`src/rtl/msd_pkg.sv`:
```
// Shared types and constants for the memory-side command sequencer:
// command encoding, request op encoding, address field positions, default timing.
package msd_pkg;

  typedef enum logic [2:0] {
    CMD_NOP  = 3'd0,
    CMD_ACT0 = 3'd1,
    CMD_ACT1 = 3'd2,
    CMD_RD0  = 3'd3,
    CMD_RD1  = 3'd4,
    CMD_WR0  = 3'd5,
    CMD_WR1  = 3'd6,
    CMD_PRE  = 3'd7
  } cmd_type_e;

  localparam logic [1:0] OP_READ    = 2'd0;
  localparam logic [1:0] OP_WRITE   = 2'd1;
  localparam logic [1:0] OP_FETCH   = 2'd2;
  localparam logic [1:0] OP_ILLEGAL = 2'd3;

  localparam int unsigned ADDR_W   = 36;
  localparam int unsigned ROW_MSB  = 33;
  localparam int unsigned ROW_LSB  = 18;
  localparam int unsigned COLH_MSB = 17;
  localparam int unsigned COLH_LSB = 12;
  localparam int unsigned BA_MSB   = 11;
  localparam int unsigned BA_LSB   = 10;
  localparam int unsigned BG_MSB   = 9;
  localparam int unsigned BG_LSB   = 7;
  localparam int unsigned CH_BIT   = 6;
  localparam int unsigned COLL_MSB = 5;
  localparam int unsigned COLL_LSB = 2;

  localparam int unsigned ROW_W = ROW_MSB - ROW_LSB + 1;
  localparam int unsigned BA_W  = BA_MSB - BA_LSB + 1;
  localparam int unsigned BG_W  = BG_MSB - BG_LSB + 1;
  localparam int unsigned COL_W = (COLH_MSB - COLH_LSB + 1) + (COLL_MSB - COLL_LSB + 1);

  localparam int unsigned DEF_TRCD   = 39;
  localparam int unsigned DEF_TRAS   = 76;
  localparam int unsigned DEF_TRP    = 39;
  localparam int unsigned DEF_TRTP   = 18;
  localparam int unsigned DEF_TCWL   = 38;
  localparam int unsigned DEF_TBURST = 8;
  localparam int unsigned DEF_TWR    = 48;

  localparam int unsigned CNT_W     = 8;
  localparam int unsigned MAX_DELAY = 255;

  typedef struct packed {
    logic             ch;
    logic [BG_W-1:0]  bg;
    logic [BA_W-1:0]  ba;
    logic [ROW_W-1:0] row;
    logic [COL_W-1:0] col;
  } cmd_addr_t;

  function automatic int unsigned max3(input int unsigned a, input int unsigned b,
                                       input int unsigned c);
    int unsigned m;
    m = (a > b) ? a : b;
    return (m > c) ? m : c;
  endfunction

endpackage

```
`src/rtl/msd_addr_decode.sv`:
```
// Combinational split of a physical address into channel/bank-group/bank/row/column.
module msd_addr_decode
  import msd_pkg::*;
(
  input  logic [ADDR_W-1:0] addr_i,
  output logic              channel_o,
  output logic [BG_W-1:0]   bg_o,
  output logic [BA_W-1:0]   ba_o,
  output logic [ROW_W-1:0]  row_o,
  output logic [COL_W-1:0]  col_o
);

  // Top two and bottom two address bits carry no DRAM coordinate.
  logic unused_addr_bits;
  assign unused_addr_bits = ^{addr_i[ADDR_W-1:ROW_MSB+1], addr_i[COLL_LSB-1:0]};

  assign channel_o = addr_i[CH_BIT];
  assign bg_o      = addr_i[BG_MSB:BG_LSB];
  assign ba_o      = addr_i[BA_MSB:BA_LSB];
  assign row_o     = addr_i[ROW_MSB:ROW_LSB];
  assign col_o     = {addr_i[COLH_MSB:COLH_LSB], addr_i[COLL_MSB:COLL_LSB]};

endmodule

```
`src/rtl/msd_cmd_sequencer.sv`:
```
// Closed-page, single-transaction DRAM command sequencer: ACT0/ACT1, CAS0/CAS1, PRE,
// with one shared down-counter timing the wait states between them.
module msd_cmd_sequencer
  import msd_pkg::*;
#(
  parameter int unsigned TRCD   = DEF_TRCD,
  parameter int unsigned TRAS   = DEF_TRAS,
  parameter int unsigned TRP    = DEF_TRP,
  parameter int unsigned TRTP   = DEF_TRTP,
  parameter int unsigned TCWL   = DEF_TCWL,
  parameter int unsigned TBURST = DEF_TBURST,
  parameter int unsigned TWR    = DEF_TWR
) (
  input  logic              clk,
  input  logic              rst,
  input  logic              req_valid,
  output logic              req_ready,
  input  logic [1:0]        req_op,
  input  logic [ADDR_W-1:0] req_addr,
  output logic              cmd_valid,
  output logic [2:0]        cmd_type,
  output logic              cmd_channel,
  output logic [BG_W-1:0]   cmd_bg,
  output logic [BA_W-1:0]   cmd_ba,
  output logic [ROW_W-1:0]  cmd_row,
  output logic [COL_W-1:0]  cmd_col,
  output logic              err_op,
  output logic              busy
);

  typedef enum logic [3:0] {
    S_IDLE, S_ACT0, S_ACT1, S_WAIT_RCD, S_CAS0, S_CAS1, S_WAIT_PRE, S_PRE, S_WAIT_RP
  } state_e;

  // PRE never lands before CAS1 has gone out, even when TRAS and post are tiny.
  localparam int unsigned PRE_RD    = max3(TRAS, TRCD + TRTP, TRCD + 2);
  localparam int unsigned PRE_WR    = max3(TRAS, TRCD + TCWL + TBURST + TWR, TRCD + 2);
  localparam int unsigned LD_RCD    = TRCD - 2;
  localparam int unsigned LD_PRE_RD = PRE_RD - TRCD - 2;
  localparam int unsigned LD_PRE_WR = PRE_WR - TRCD - 2;
  localparam int unsigned LD_RP     = TRP - 1;

  if (TRCD < 2 || TRP < 1 || TRCD > MAX_DELAY || TRAS > MAX_DELAY || TRP > MAX_DELAY ||
      TRTP > MAX_DELAY || TCWL > MAX_DELAY || TBURST > MAX_DELAY || TWR > MAX_DELAY ||
      LD_PRE_WR > MAX_DELAY || LD_PRE_RD > MAX_DELAY) begin : g_bad_timing
    $error("msd_cmd_sequencer: illegal timing parameters");
  end

  localparam logic [CNT_W-1:0] LD_RCD_C    = CNT_W'(LD_RCD);
  localparam logic [CNT_W-1:0] LD_PRE_RD_C = CNT_W'(LD_PRE_RD);
  localparam logic [CNT_W-1:0] LD_PRE_WR_C = CNT_W'(LD_PRE_WR);
  localparam logic [CNT_W-1:0] LD_RP_C     = CNT_W'(LD_RP);

  state_e           state_q, state_d;
  logic [CNT_W-1:0] cnt_q, cnt_d;
  logic [1:0]       op_q, op_d;
  cmd_addr_t        fld_q, fld_d;
  logic             err_q, err_d;
  cmd_type_e        cmd_cur;
  logic [CNT_W-1:0] ld_pre;
  logic             is_wr;
  cmd_addr_t        dec;

  msd_addr_decode u_dec (
    .addr_i   (req_addr),
    .channel_o(dec.ch),
    .bg_o     (dec.bg),
    .ba_o     (dec.ba),
    .row_o    (dec.row),
    .col_o    (dec.col)
  );

  assign is_wr  = (op_q == OP_WRITE);
  assign ld_pre = is_wr ? LD_PRE_WR_C : LD_PRE_RD_C;

  // NOTE: every register here is small control state, so all of it is reset;
  // non-blocking assignments keep the whole update atomic at the edge.
  always_ff @(posedge clk or posedge rst) begin
    if (rst) begin
      state_q <= S_IDLE;
      cnt_q   <= '0;
      op_q    <= OP_READ;
      fld_q   <= '0;
      err_q   <= 1'b0;
    end else begin
      state_q <= state_d;
      cnt_q   <= cnt_d;
      op_q    <= op_d;
      fld_q   <= fld_d;
      err_q   <= err_d;
    end
  end

  // NOTE: defaults first so no path through the case leaves a variable unassigned (no latches).
  always_comb begin
    state_d = state_q;
    cnt_d   = cnt_q;
    op_d    = op_q;
    fld_d   = fld_q;
    err_d   = 1'b0;
    cmd_cur = CMD_NOP;
    unique case (state_q)
      S_IDLE: begin
        if (req_valid) begin
          if (req_op == OP_ILLEGAL) begin
            err_d = 1'b1;
          end else begin
            op_d    = req_op;
            fld_d   = dec;
            state_d = S_ACT0;
          end
        end
      end
      S_ACT0: begin
        cmd_cur = CMD_ACT0;
        state_d = S_ACT1;
      end
      S_ACT1: begin
        cmd_cur = CMD_ACT1;
        cnt_d   = LD_RCD_C;
        state_d = (LD_RCD_C == '0) ? S_CAS0 : S_WAIT_RCD;
      end
      S_WAIT_RCD: begin
        if (cnt_q <= 1) begin
          cnt_d   = '0;
          state_d = S_CAS0;
        end else begin
          cnt_d = cnt_q - 1'b1;
        end
      end
      S_CAS0: begin
        cmd_cur = is_wr ? CMD_WR0 : CMD_RD0;
        state_d = S_CAS1;
      end
      S_CAS1: begin
        cmd_cur = is_wr ? CMD_WR1 : CMD_RD1;
        cnt_d   = ld_pre;
        state_d = (ld_pre == '0) ? S_PRE : S_WAIT_PRE;
      end
      S_WAIT_PRE: begin
        if (cnt_q <= 1) begin
          cnt_d   = '0;
          state_d = S_PRE;
        end else begin
          cnt_d = cnt_q - 1'b1;
        end
      end
      S_PRE: begin
        cmd_cur = CMD_PRE;
        cnt_d   = LD_RP_C;
        state_d = (LD_RP_C == '0) ? S_IDLE : S_WAIT_RP;
      end
      S_WAIT_RP: begin
        if (cnt_q <= 1) begin
          cnt_d   = '0;
          state_d = S_IDLE;
        end else begin
          cnt_d = cnt_q - 1'b1;
        end
      end
      default: state_d = S_IDLE;
    endcase
  end

  assign req_ready   = (state_q == S_IDLE);
  assign busy        = (state_q != S_IDLE);
  assign err_op      = err_q;
  assign cmd_valid   = (cmd_cur != CMD_NOP);
  assign cmd_type    = cmd_cur;
  assign cmd_channel = busy ? fld_q.ch  : 1'b0;
  assign cmd_bg      = busy ? fld_q.bg  : '0;
  assign cmd_ba      = busy ? fld_q.ba  : '0;
  assign cmd_row     = busy ? fld_q.row : '0;
  assign cmd_col     = busy ? fld_q.col : '0;

endmodule

```
`config.mk`:
```
export PLATFORM = sky130hd
export DESIGN_NAME = msd_cmd_sequencer
export DESIGN_NICKNAME = d
export VERILOG_FILES = /design/src/rtl/msd_pkg.sv /design/src/rtl/msd_addr_decode.sv /design/src/rtl/msd_cmd_sequencer.sv
export SDC_FILE = /design/constraint.sdc
export NUM_CORES = 1
export LEC_CHECK = 0
export CAP_MARGIN = 0
export CORE_ASPECT_RATIO = 0.5
export CORE_MARGIN = 1
export CORE_UTILIZATION = 35
export DETAILED_ROUTE_END_ITERATION = 8
export PLACE_DENSITY = 0.66
export SYNTH_ARGS = -nofsm -noshare
export SYNTH_HDL_FRONTEND = slang
export SYNTH_SLANG_ARGS = --single-unit
```
`constraint.sdc`:
```
create_clock -name clk -period 1.8 [get_ports clk]
set_input_delay 0.36 -clock clk [delete_from_list [all_inputs] [get_ports clk]]
set_output_delay 0.36 -clock clk [all_outputs]
set_load 0.05 [all_outputs]
```
# Word level (Yosys, flattened, before mapping)

Cells that the tools add are included.

Add/sub/neg operators: 1
Multipliers: 0
Divide/modulo/power cells: 0
$lt $le $gt $ge: 1
Equal/unequal tests: 15
Shift operators: 0
Multiplexer cells: 21
Bitwise gates (word level): 1
Reductions and logical operators: 8

Operators by type and width:

| kind                                                                   | count |
|---|---|
| 4-bit one-hot mux with 9 select lines                                  | 1 |
| 8-bit one-hot mux with 4 select lines                                  | 1 |
| 4-bit two-way mux                                                      | 5 |
| 4-bit by 3-bit == test with 1-bit output (second input constant)       | 4 |
| 16-bit two-way mux                                                     | 1 |
| 3-bit one-hot mux with 5 select lines                                  | 1 |
| 10-bit two-way mux                                                     | 1 |
| 2-bit inequality test (second input constant)                          | 5 |
| 4-bit by 2-bit == test with 1-bit output (second input constant)       | 2 |
| 8-bit by 1-bit <= comparator with 1-bit output (second input constant) | 1 |
| 8-bit zero test                                                        | 1 |
| 8-bit two-way mux                                                      | 1 |
| 4-bit nonzero test                                                     | 2 |
| 8-bit by 1-bit subtractor with 8-bit output (second input constant)    | 1 |
| 7-bit two-way mux                                                      | 1 |
| 3-bit two-way mux                                                      | 2 |
| 1-bit two-way mux                                                      | 5 |
| 5-bit AND reduction                                                    | 1 |
| 4-bit by 1-bit == test with 1-bit output (second input constant)       | 1 |
| 4-bit == test (second input constant)                                  | 1 |
| 4-bit zero test                                                        | 1 |
| 2-bit two-way mux                                                      | 2 |
| 3-bit AND reduction                                                    | 1 |
| 3-bit nonzero test                                                     | 1 |
| 4 further kinds                                                        | 4 |

Bits in registers: 47
Bits in latches: 0
Memory bits (writable): 0
Bits in read-only memories: 0
Output and inout port bits: 39
Logic and storage cells: 56
Memories kept: 0

# Longest topological paths before layout

Gate-level depths: netlist of the first run.

Depth in word-level cells: 5
Gate-level depth with buffers: 8
Mapped depth without buffers: 7

# Modules after synthesis

Synthesis of the first run repeated with hierarchy kept, for this count alone.

Cell total of the unflattened synthesis: 264
Area total of the unflattened synthesis: 2816.5 um^2

By module, submodules not included:

| module            | times used | cells each | area each (um^2) | seq. area each (um^2) |
|---|---|---|---|---|
| msd_cmd_sequencer | 1          | 232        | 2576.2           | 1176.1 |
| msd_addr_decode   | 1          | 32         | 240.2            | 0.0 |

# Worst setup path after synthesis of the first run

OpenSTA, ideal clock, no wires.

Path kind: register -> output
From: reg state_q[1]
To: out cmd_type[1]
Arrival: 2.263 ns
Slack: -0.823 ns
Stages on the path, launching flop included: 5
Cell sequence: dfrtp_1 -> clkbuf_1 -> nor2b_1 -> nor2_1 -> a311oi_1

Cells in the longest elaborated chain, start to end: 2
Elaborated cells on any way between the ends: 6
Those cells by class: 5 x eq/ne; 1 x mux

RTL lines:

| item                                                                   | RTL line                 | text |
|---|---|---|
| start, declared                                                        | msd_cmd_sequencer.sv:54  | `state_e state_q, state_d;` |
| start signal, assigned                                                 | msd_cmd_sequencer.sv:86  | `state_q <= state_d;` |
| 4-bit by 3-bit == test with 1-bit output, or another cell as far along | msd_cmd_sequencer.sv:102 | `unique case (state_q)` |
| 3-bit one-hot mux with 5 select lines *                                | msd_cmd_sequencer.sv:102 |  |
| end, declared                                                          | msd_cmd_sequencer.sv:21  | `output logic [2:0] cmd_type,` |

Every way passes the cells marked *; elsewhere a longest branch is shown, timed or not.

# Final worst setup path of the first run

From: reg state_q[2]
To: out busy

Cells in the longest elaborated chain, start to end: 1

RTL lines:

| item               | RTL line                 | text |
|---|---|---|
| 4-bit nonzero test | msd_cmd_sequencer.sv:166 | `assign busy = (state_q != S_IDLE);` |
| end, declared      | msd_cmd_sequencer.sv:28  | `output logic busy` |

No other way between the ends.

==> flow_metrics.py, run 1 <==
metrics = {
    "outcome": {
        "status": "finished with violations",
        "violations": "negative setup slack",
    },
    "clock_tree": {
        "cts_sinks": 47,
        "path_clk_slew_ps": 70,
        "insertion_delay_ps": 290,
        "cts_tree": "done",
        "cts_buffers": 5,
        "cts_htree_levels": 2,
        "root_buffer": "clkbuf_16",
        "cts_buffer_depth": 2,
    },
    "global_routing": {
        "use_met2": 0.3309,
        "grt_pass1_wl_mm": 10.26,
        "grt_pass1_vias": 2054,
        "antenna_found_initial": 0,
        "gr-total-overflow": 0,
        "grt.busiest_layer": "met2",
        "grt_max_degree": 33,
        "gr-usage-met3": 0.04167,
        "track_usage": 0.1810,
        "met1_usage": 0.2236,
    },
    "synth": {
        "syn_inst": 229,
        "yosysUniqueCellTypes": 45,
        "seq_area_frac_synth": 0.4769,
        "synthesis.nets": 272,
        "synth_mux_area_frac": 0.1502,
        "synth_compound_gate_area_share": 0.1238,
        "synthSimpleGateAreaFrac": 0.1928,
        "async_reset_ff_frac": 1.000,
        "synth_top_family_by_area": "simple AND/OR/NAND/NOR gates",
        "yosysWarningCount": 0,
        "syn_area_per_cell_um2": 10.77,
        "synthFlopType": "dfrtp_1",
        "syn_area_um2": 2466,
        "synth_xor_area_frac": 0.003551,
        "synth-adder-area-share": 0.01015,
        "yosys_register_bits": 47,
        "synth_edf_count": 0,
    },
    "setup_path": {
        "crit_type": "flip-flop to output pin",
        "path_cells": "or3_4 -> nor2_4 -> buf_12 -> buf_12 -> clkinvlp_4 -> buf_6",
        "slowest_delay_ps": 410,
        "crit_buf_inv": 4,
        "slowest_stage": "or3_4",
        "critPathRequiredTime_ps": 1440,
        "critPathMostFrequentCell": "buf_12",
        "critPathCaptureType": "output pin",
        "critical-path-top-delay-family": "simple AND/OR/NAND/NOR gates",
        "cp.arrival_ps": 1710,
        "startpoint": "state_q[2]$_DFFE_PP0P_",
        "worst_setup_path_start_kind": "flip-flop",
        "timing.rr.start": "state_q[1]$_DFFE_PP0P_",
        "cp_max_fo": 6,
    },
    "die": {
        "coreArea_um2": 6753,
        "ios": 80,
        "die_w_um": 120.7,
        "design.die.area_um2": 7406,
        "initial_core_util": 0.3652,
        "fp.dieH_um": 61.36,
        "num_rows": 21,
    },
    "finish": {
        "diodes": 0,
        "area_growth_pct": 68.95,
        "finalNonFillerCells": 430,
        "drive_gt1_frac": 0.4970,
        "num-nets-final": 380,
        "post-route-util": 0.6170,
    },
    "sta": {
        "max_slew.worst_pin.slew_ps": 388.1,
        "rsz0062_at_grt": "yes",
        "maxSlewViolCount": 0,
        "finalClockSkew_ps": 5.385,
        "hold_viol": 0,
        "whs_ps": 385.4,
        "setup_slack_ps": -267.3,
        "setup_viol": 76,
        "slew_headroom": 0.7409,
        "min_period_ps": 2067,
        "post-route-period-util": 1.148,
        "fmax_mhz": 483.7,
    },
    "placed_design": {
        "place_ws_ps": -79.93,
        "place_inst": 409,
        "gp_congestion": 0.8393,
        "dp_hpwl_mm": 4.245,
        "io_buffers": 75,
    },
    "pwr": {
        "p_leak_nw": 1.874,
        "power.density_nw_per_um2": 2177,
        "design_power_total_mw": 9.069,
        "ir_worst_vdd_mv": 1.157,
    },
    "detailed_routing": {
        "drtIter0Drc": 89,
        "drt_first_pass_iters": 4,
        "wirelength_mm": 6.533,
        "wl_per_cell_um": 15.19,
        "ant_nets": 0,
        "drc": 0,
        "num_vias": 2119,
        "vias_per_cell": 4.928,
    },
    "job": {
        "drv_cap": 0,
    },
    "min_path": {
        "hold_path.class": "input pin to asynchronous set/reset pin",
    },
}
-- layout by cell type, fill, tap and decap left out, types with 3 or more instances in the layout --
cell type        Yosys  final
buf_6                3     36
nor3_1               5      4
inv_2                0      3
a21oi_2              2      5
a21oi_1              9      6
nor2b_4              0      9
mux2_4               0      4
clkdlybuf4s50_1      0     36
o21a_1               5      4
mux2_2              20     20
o31a_1               3      3
mux2_1              12      8
inv_1                8      4
o21ai_0              8      4
nand2_1              8      8
dfrtp_1             47     47
buf_12               0     11
o21ai_2              0      4
nor2b_2              0     17
nor2_1              17     14
o21ai_1              3      3
clkbuf_16            0      6
nor2b_1             35      9
buf_4                0     27
-- power by group --
group	total (mW)	switching, mW	internal, mW
Combinational	6.35	3.47	2.88
Sequential	1.81	0.264	1.55
Clock	0.905	0.392	0.513
-- per-layer routing --
| metal | up-vias | part of all wire |
|---|---|---|
| li1 | 1011 | - |
| met1 | 1058 | 0.44 |
| met2 | 43 | 0.51 |
| met3 | 7 | 0.038 |
| met4 | 0 | 0.0093 |
| met5 | - | 0 |
-- through the flow --
step	TNS, ps	cell area, um2
3_3_place_gp	-403.4	3558
5_1_grt	-17310	4167
3_5_place_dp	-751.3	3558
4_1_cts	-9577	4075
6_report	-13480	4167
2_1_floorplan	-1069	2584
-- worst reg2reg max path, stage by stage, from the launching register on --
cell and delay (ps):
dfrtp_1 390, buf_4 150, buf_4 130, or4b_4 510, buf_6 140, o31a_1 120
o21a_1 140, buf_4 140, a2bb2oi_2 150
-- final cells by class --
type	instances	area [um2]
clock inverter	2	12.51
sequential	47	1176
multi-input combinational	162	1431
clock buffer	6	128.9
inverter	8	33.78
timing repair buffer	113	1269
tap	92	115.1
fill	529	2586
-- state kept, by name, indices dropped and copies added (netlist names) --
| signal | count |
|---|---|
| state_q | 4 |
| cnt_q | 8 |
| fld_q | 32 |
| err_op | 1 |
| op_q | 2 |
-- synth_stat cells, drive strengths merged (2+ instances only) --
cell type	n	area, um2
nand2	8	30.03
clkbuf	6	22.52
nor2	18	75.07
o21ai	11	55.05
o21a	5	37.54
nor3	6	35.03
a211oi	2	15.01
o31a	3	26.28
dfrtp	47	1176
nand3	2	15.01
buf	7	52.54
nand2b	2	12.51
ha	2	25.02
inv	8	30.03
mux2	32	360.4
a31oi	2	12.51
a211o	2	17.52
o22a	2	17.52
nor2b	35	219.0
a21oi	11	62.56
or3	3	23.77
-- path summary, 6_finish.rpt --
check	to	slack (ps)	depth (start not counted)
max	busy	-270	6
min	cnt_q[1]$_DFFE_PP0P_	390	2
max reg2reg	cnt_q[2]$_DFFE_PP0P_	-180	8
min reg2reg	fld_q[26]$_DFFE_PP0P_	490	1
max in group asynchronous	fld_q[6]$_DFFE_PP0P_	910	3
min in group clk	fld_q[26]$_DFFE_PP0P_	490	1
-- timing repair --
| action | in CTS | in global routing |
|---|---|---|
| resized for setup | 72 | 14 |
| buffers inserted | 7 | 2 |
| setup endpoints to repair | 45 | 78 |
| hold buffers | 0 | 0 |
| gates cloned | 3 | 1 |
| pin swaps | 10 | 2 |
-- logic make-up after synthesis --
| logic type | Yosys count |
|---|---|
| mux | 33 |
| buf+inv | 21 |
| flops | 47 |
| fa+ha+maj | 2 |
| xor+xnor | 1 |
| simple gates | 80 |
| compound gates | 45 |
Note: power is estimated with default switching activity, not from simulation.
==> inputs of run 2 (changes only) <==
Settings changed: GPL_TIMING_DRIVEN set to 0.
==> flow_metrics.py, run 2 (synthesized netlist as in run 1, its figures left out) <==
metrics = {
    "outcome": {
        "status": "finished with violations",
        "violations": "negative setup slack",
    },
    "global_routing": {
        "grt_pass1_wl_mm": 10.45,
        "grt_max_degree": 42,
        "antenna_found_initial": 0,
        "track_usage": 0.1858,
        "grt_pass1_vias": 2149,
        "gr-total-overflow": 0,
    },
    "finish": {
        "drive_gt1_frac": 0.4836,
        "max_flop_register": "fld_q",
        "seqCellArea_um2": 1177,
        "final_area_um2": 4144,
        "fillers": 528,
        "diodes": 0,
        "top_regs": "fld_q x32, cnt_q x8, state_q x4",
        "finalNonFillerCells": 427,
        "mostFrequentLayoutCell": "dfrtp_1",
        "final_cell_mix": "dfrtp_1, buf_6, clkdlybuf4s50_1, mux2_2, nor2b_2",
        "area_growth_pct": 68.04,
        "multi_input_area_um2": 1443,
        "largest_reg_flops": 32,
        "num-nets-final": 377,
    },
    "clock_tree": {
        "insertion_delay_ps": 280,
        "cts_hold_buf": 0,
        "path_clk_slew_ps": 60,
        "cts_buffer_depth": 2,
        "cts_sinks": 47,
        "cts_buffers": 5,
        "cts_tree": "done",
        "root_buffer": "clkbuf_16",
        "cts_htree_levels": 2,
    },
    "pwr": {
        "ir_worst_vdd_mv": 1.007,
        "intPower_mw": 4.873,
        "p_clk_frac": 0.097,
        "design_power_total_mw": 9.013,
        "combinationalPowerShare": 0.696,
        "swShare": 0.4594,
        "net-switching-power_mw": 4.141,
        "power.density_nw_per_um2": 2175,
        "p_leak_nw": 1.857,
        "p_seq_frac": 0.206,
    },
    "die": {
        "die_w_um": 120.7,
        "fp.dieH_um": 61.36,
        "initial_core_util": 0.3652,
        "num_rows": 21,
        "ios": 80,
        "design.die.area_um2": 7406,
        "coreArea_um2": 6753,
    },
    "min_path": {
        "hold_path.class": "input pin to asynchronous set/reset pin",
    },
    "placed_design": {
        "gp_congestion": 0.8743,
        "io_buffers": 75,
        "dp_hpwl_mm": 4.292,
        "place_area_um2": 3470,
        "place_ws_ps": -759.6,
        "place_inst": 397,
    },
    "detailed_routing": {
        "ant_nets": 0,
        "num_vias": 2132,
        "wirelength_mm": 6.657,
        "drtIter0Drc": 77,
        "wl_per_cell_um": 15.59,
        "drc": 0,
        "vias_per_cell": 4.993,
        "drt_first_pass_iters": 4,
    },
    "sta": {
        "max_slew.worst_pin.slew_ps": 602.0,
        "setup_viol": 76,
        "finalClockSkew_ps": 6.688,
        "hold_viol": 0,
        "whs_ps": 294.5,
        "fmax_mhz": 480.0,
        "post-route-period-util": 1.157,
        "slew_headroom": 0.5953,
        "rsz0062_at_grt": "yes",
        "setup_slack_ps": -283.2,
        "min_period_ps": 2083,
        "maxSlewViolCount": 0,
    },
    "setup_path": {
        "crit_type": "flip-flop to flip-flop",
        "critPathCaptureType": "flip-flop",
        "startpoint": "state_q[0]$_DFFE_PP0P_",
        "reg2reg_slack_ps": -280,
        "cp_max_fo": 7,
        "worst_setup_path_start_kind": "flip-flop",
        "critPathRequiredTime_ps": 1970,
        "r2r_end": "fld_q[20]$_DFFE_PP0P_",
        "reg2reg_depth": 8,
        "cp.arrival_ps": 2250,
        "crit_end": "fld_q[20]$_DFFE_PP0P_",
        "timing.rr.start": "state_q[0]$_DFFE_PP0P_",
    },
    "job": {
        "drv_cap": 0,
    },
}
-- run 2: metal layers --
metal | part of all wire | global-route usage | wire [um] | up-vias
met5 | 0 | 0 | 0 | -
li1 | - | - | - | 1002
met3 | 0.045 | 0.04352 | 300 | 6
met1 | 0.41 | 0.2233 | 2724 | 1068
met2 | 0.53 | 0.3498 | 3561 | 56
met4 | 0.011 | 0.04233 | 71 | 0
-- run 2: timing repair --
| item | 4_1_cts | 5_1_grt |
|---|---|---|
| gates cloned | 4 | 1 |
| pin swaps | 6 | 4 |
| gates resized for setup | 315 | 27 |
| setup endpoints to repair | 75 | 81 |
| setup buffers | 14 | 6 |
-- run 2: stage by stage --
step | util | setup TNS, ps
global route | 0.6137 | -20880
detailed placement | 0.5138 | -30350
floorplan | - | -1069
global placement | 0.5108 | -59110
finish | 0.6137 | -15660
CTS | 0.5992 | -17080
-- run 2: cell type report --
| type | instances | share of cell area |
|---|---|---|
| repair buffers | 100 | 0.2636 |
| clock inverters | 1 | 0.001208 |
| clock buffers | 7 | 0.03200 |
| plain buffers | 11 | 0.03502 |
| inverters | 8 | 0.008152 |
| well taps | 92 | 0.02778 |
| multi-input cells | 161 | 0.3481 |
| flip-flops and latches | 47 | 0.2841 |
-- run 2: worst min path at each step --
stage                     startpoint               endpoint  slack (ps)
2_1_floorplan   fld_q[0]$_DFFE_PP0P_   fld_q[0]$_DFFE_PP0P_         460
3_3_place_gp   fld_q[26]$_DFFE_PP0P_  fld_q[26]$_DFFE_PP0P_         470
3_5_place_dp   fld_q[28]$_DFFE_PP0P_  fld_q[28]$_DFFE_PP0P_         480
4_1_cts                          rst       err_op$_DFF_PP0_         300
5_1_grt                          rst       err_op$_DFF_PP0_         300
6_report                         rst       err_op$_DFF_PP0_         290
-- run 2: worst max-delay path, cell delays in order, from the launching register on --
cell	delay [ps]
dfrtp_1	400
or3_4	420
nor2_4	110
buf_12	140
buf_12	140
nand3_4	160
buf_12	180
buf_16	120
mux2_4	290
-- run 2: power by group through the flow --
stage / logic, mW / registers [mW] / clock network (mW)
floorplan: 3.84 / 1.76 / 0
global placement: 5.08 / 1.80 / 0
detailed placement: 5.17 / 1.85 / 0
CTS: 5.94 / 1.84 / 0.912
global route: 6.66 / 1.92 / 0.951
finish: 6.27 / 1.86 / 0.878
==> edit 1, RTL diff (flow settings as in run 1) <==
Change the package constant `BA_MSB` from 11 to 12.
--- a/src/rtl/msd_pkg.sv
+++ b/src/rtl/msd_pkg.sv
@@ -23,7 +23,7 @@
   localparam int unsigned ROW_LSB  = 18;
   localparam int unsigned COLH_MSB = 17;
   localparam int unsigned COLH_LSB = 12;
-  localparam int unsigned BA_MSB   = 11;
+  localparam int unsigned BA_MSB   = 12;
   localparam int unsigned BA_LSB   = 10;
   localparam int unsigned BG_MSB   = 9;
   localparam int unsigned BG_LSB   = 7;
Interface: changed (resized cmd_ba); port bits go from 80 to 81. No check against the original RTL was run, so the function may have changed too.
==> edit 1 against run 1 <==
Area after synthesis is 4.3% higher. Total power down 0.96%. Worst setup slack better by 32 ps. Highest routed layer unchanged. Design area grew 5.0%. Clock power grew 31%. Routed wire length rose by 6.3%. Largest power group unchanged. Largest cell class unchanged. Critical endpoint is now cmd_type[1]. Core utilization grew 1.8 points. Sequential cell count stayed put. The flow still finishes with violations (setup timing).
==> edit 1: results (changes against run 1) <==
[grt]
met2_usage = 0.302  ; -0.0292
grt_pass1_wl_um = 10400  ; +1.3%
met1_usage = 0.211  ; -0.0124
grt_pass1_vias = 2240  ; +9.1%
grtUsageMet3 = 0.0356  ; -0.00608
grt_max_degree = 48  ; +45%
gr-usage-all-layers = 0.171  ; -0.00997

[synth]
synth-compound-area-share = 0.120  ; -0.00366
synth_xor_area_frac = 0.0102  ; +0.00666
netlist.area_leader.share = 0.457  ; -0.0197
synth_adder_area_share = 0.00973  ; -0.000420
ys_seq_area_frac = 0.457  ; -0.0197
synth_cell_types = 54  ; +20%
synth_nets = 274  ; +0.74%
yosys-top-cells-count = dfrtp_1, nor2b_1, mux2_1
synth_area_leaders = dfrtp_1, mux2_1, nor2b_1, a211o_1, buf_6
synth.mux.area_fraction = 0.143  ; -0.00718

[clocking]
cts.repair.resized = 41  ; -43%
cts_setup_buffers = 4  ; -3
cts_max_path_buffers = 2  ; unchanged
path_clk_slew_ps = 70  ; about the same

[power]
pg_clk_uw = 1190  ; +31%
p_int_uw = 5100  ; +3.2%
vdd_drop_max_uv = 1250  ; +7.8%
leakagePower_uw = 0.00204  ; +9.0%

[worst_setup_path]
cpMaxStageDelayCell = dfrtp_1
cp_max_fo = 3  ; -3
crit_start = op_q[1]
cpPeakStageDelay_ps = 360  ; -50 ps

[outcome]
violations = setup timing
status = finished with violations

[placement]
io_buffers = 76  ; +1.3%
placed_cell_area_mm2 = 0.00366  ; +2.8%
dp_hpwl_um = 4410  ; +4.0%
routabilityCongestion = 0.857  ; +2.1%

[routing]
totalWireLength_um = 6940  ; +6.3%
wl_met1_um = 3120  ; +7.7%
route.top_layer_used = met4
drt-vias-per-instance = 5.03  ; +2.2%
met3_length_um = 241  ; -2.4%
dr_wl_met2_um = 3470  ; +4.5%
drt_iter0_markers = 107  ; +20%

[sta]
setup_ws_ps = -235  ; +31.9 ps
slew_headroom = 0.739  ; -0.00183
tns_ps = -8600  ; +4890 ps
setup_violations = 49  ; -36%
finalClockSkew_ps = 6.58  ; +1.19 ps

[worst_hold_path]
min_path_type = in -> async

[finish]
drive_gt1_frac = 0.473  ; -0.0243
num-nets-final = 391  ; +2.9%

==> edit 1: path summary, 6_finish.rpt <==
check,end,slack [ps],cells after the start
max in group asynchronous,state_q[2],1140,3
worst max-delay path,cmd_type[1],-240,4
worst min-delay path,err_op,430,3
worst min register to register,fld_q[26],500,1
worst max register to register,cnt_q[6],-120,6
min in group clk,fld_q[26],500,1
==> edit 1: through the flow <==
stage | worst slack [ps] | power [uW] | utilization | std cells
floorplan | -196 | 5160 | - | 231
global placement | 22.4 | 6590 | 0.532 | 416
detailed placement | -1.13 | 6700 | 0.532 | 416
CTS | -255 | 8350 | 0.587 | 428
global route | -289 | 9430 | 0.635 | 441
finish | -235 | 8980 | 0.635 | 441
==> edit 1: final cells by class <==
type	instances	area (um^2)
inverter	7	28.8
fill	529	2510
clock buffer	6	129
multi-input combinational	161	1500
clock inverter	2	60.1
sequential	47	1180
timing repair buffer	126	1360
tap	92	115
==> edit 1: worst min-delay path: stages <==
cell             delay (ps)
clkdlybuf4s50_1         410
inv_2                    70
buf_12                  260
==> edit 2, RTL diff (settings of run 1) <==
Without the edit above. Register the output `err_op` once more, with the module's reset; this adds one clock of latency there. The other outputs are not delayed to match.
--- a/src/rtl/msd_cmd_sequencer.sv
+++ b/src/rtl/msd_cmd_sequencer.sv
@@ -164,7 +164,13 @@
 
   assign req_ready   = (state_q == S_IDLE);
   assign busy        = (state_q != S_IDLE);
-  assign err_op      = err_q;
+  always_ff @(posedge clk or posedge rst) begin
+    if (rst) begin
+      err_op <= '0;
+    end else begin
+      err_op <= err_q;
+    end
+  end
   assign cmd_valid   = (cmd_cur != CMD_NOP);
   assign cmd_type    = cmd_cur;
   assign cmd_channel = busy ? fld_q.ch  : 1'b0;
Function: changed (a bounded check fails within 4 cycles, from zero or initial values and one cycle with rst high).
==> edit 2 against run 1 <==
The flow still finishes with violations (setup timing). Combinational power is 4.1% lower. Count of clock-buffer cells in the layout stayed put. Highest routed layer unchanged. Clock power is 3.3% lower. Critical endpoint is now cmd_ba[1]. Area after synthesis is 1.1% lower. Design area is 1.4% lower. Die area is 1.0% lower. First-iteration DRC count is 11% higher. Routed wire length is 2.4% lower. Worst setup slack worse by 25 ps. Register-to-register slack better by 50 ps. Total power is 3.3% lower. Sequential cell count is 1 higher.
==> edit 2: results (changes against run 1) <==
[outcome]
status = finished with violations
violations = setup timing

[grt]
met1_usage = 0.204  ; -0.0192
grt_pass1_vias = 2127  ; +3.6%
grt_max_degree = 49  ; +48%
met2_usage = 0.352  ; +0.0213
grtUsageMet3 = 0.0269  ; -0.0148
gr-usage-all-layers = 0.177  ; -0.00414
grt_pass1_wl_um = 10100  ; -1.9%

[finish]
fill_cells = 516  ; -2.5%
syn_to_final_growth_pct = 68.4
drive_gt1_frac = 0.535  ; +0.0383
stdcell_count = 432  ; +0.47%

[sta]
hold_slack_ps = 359  ; -26.7 ps
finalClockSkew_ps = 5.23  ; -0.156 ps
setup_ws_ps = -292  ; -24.9 ps
slew_headroom = 0.741  ; about the same
setup_violations = 44  ; -42%

[placement]
routabilityCongestion = 0.781  ; -7.0%
pre_cts_ws_ps = -98.0  ; -18.0 ps
dp_hpwl_um = 4090  ; -3.6%
placedCellCount = 412  ; +0.73%

[routing]
drt_iter0_markers = 99  ; +11%
totalWireLength_um = 6380  ; -2.4%
wl_met1_um = 2660  ; -8.3%
met3_length_um = 153  ; -38%
drt-vias-per-instance = 4.81  ; -2.4%

[clocking]
htree_num_levels = 2  ; unchanged

[synth]
ys_seq_area_frac = 0.492  ; +0.0154
synth_area_leaders = dfrtp_1, mux2_2, nor2b_1, nor2_1, nand2_1
yosys-top-cells-count = dfrtp_1, nor2b_1, mux2_2
syn_avg_cell_area_um2 = 10.8  ; +0.25%
synth_cell_types = 37  ; -18%

[worst_setup_path]
cpMaxStageDelayCell = dfrtp_1
worstPathArrival_ps = 1730  ; +20 ps
reg2regPathDepth = 6  ; -2
cpPeakStageDelay_ps = 410  ; about the same
cp_max_fo = 28  ; +22
rrSetupSlack_ps = -130  ; +50 ps

[power]
vdd_drop_max_uv = 1330  ; +15%
leakagePower_uw = 0.00186  ; -0.70%

[edit 2: cell types whose count changed after synthesis, sizes merged, moves of 2 or more]
cell	change
a21oi	-3
a221o	+2
nand2	+6
nor2b	+2
o21a	-3
o31a	-2
[edit 2: final cells by class]
type / instances / area share
Sequential cell: 48 / 0.292
Multi-Input combinational cell: 159 / 0.333
Timing Repair Buffer: 119 / 0.306
Tap cell: 92 / 0.0280
Inverter: 7 / 0.00731
Clock inverter: 1 / 0.00122
Clock buffer: 6 / 0.0314
[edit 2: repair_timing]
item,4_1_cts,5_1_grt
gates resized for setup,67,16
endpoints found under the setup margin,42,50
pin swaps,7,10
buffers inserted,9,4
endpoints found under the hold margin,0,0
[edit 2: worst max-delay path: cells and delay by family, from the launching register on]
family,cells,cell delay [ps]
flip-flops,1,410
buffers and inverters,2,380
AND/OR/NAND/NOR,3,630
[edit 2: kinds of logic after synthesis]
group / share of synthesized area
compound gates: 0.102
buf+inv: 0.0369
fa+ha+maj: 0.0103
flops: 0.492
mux: 0.156
simple gates: 0.199
xor+xnor: 0.00359
[edit 2: power by group]
part | switching [uW] | leakage [uW] | internal, uW
clock | 370 | 0.0000667 | 505
combinational | 3280 | 0.00120 | 2800
sequential | 252 | 0.000595 | 1560
total | 3900 | 0.00186 | 4870
[edit 2: worst max path at each step]
stage                from   endpoint  cells past startpoint
2_1_floorplan  state_q[1]  cmd_valid                      4
3_3_place_gp   state_q[1]   cnt_q[6]                      4
3_5_place_dp   state_q[1]   cnt_q[4]                      4
4_1_cts        state_q[0]  cmd_ba[1]                      5
5_1_grt        state_q[0]  cmd_ba[1]                      5
6_report       state_q[0]  cmd_ba[1]                      5
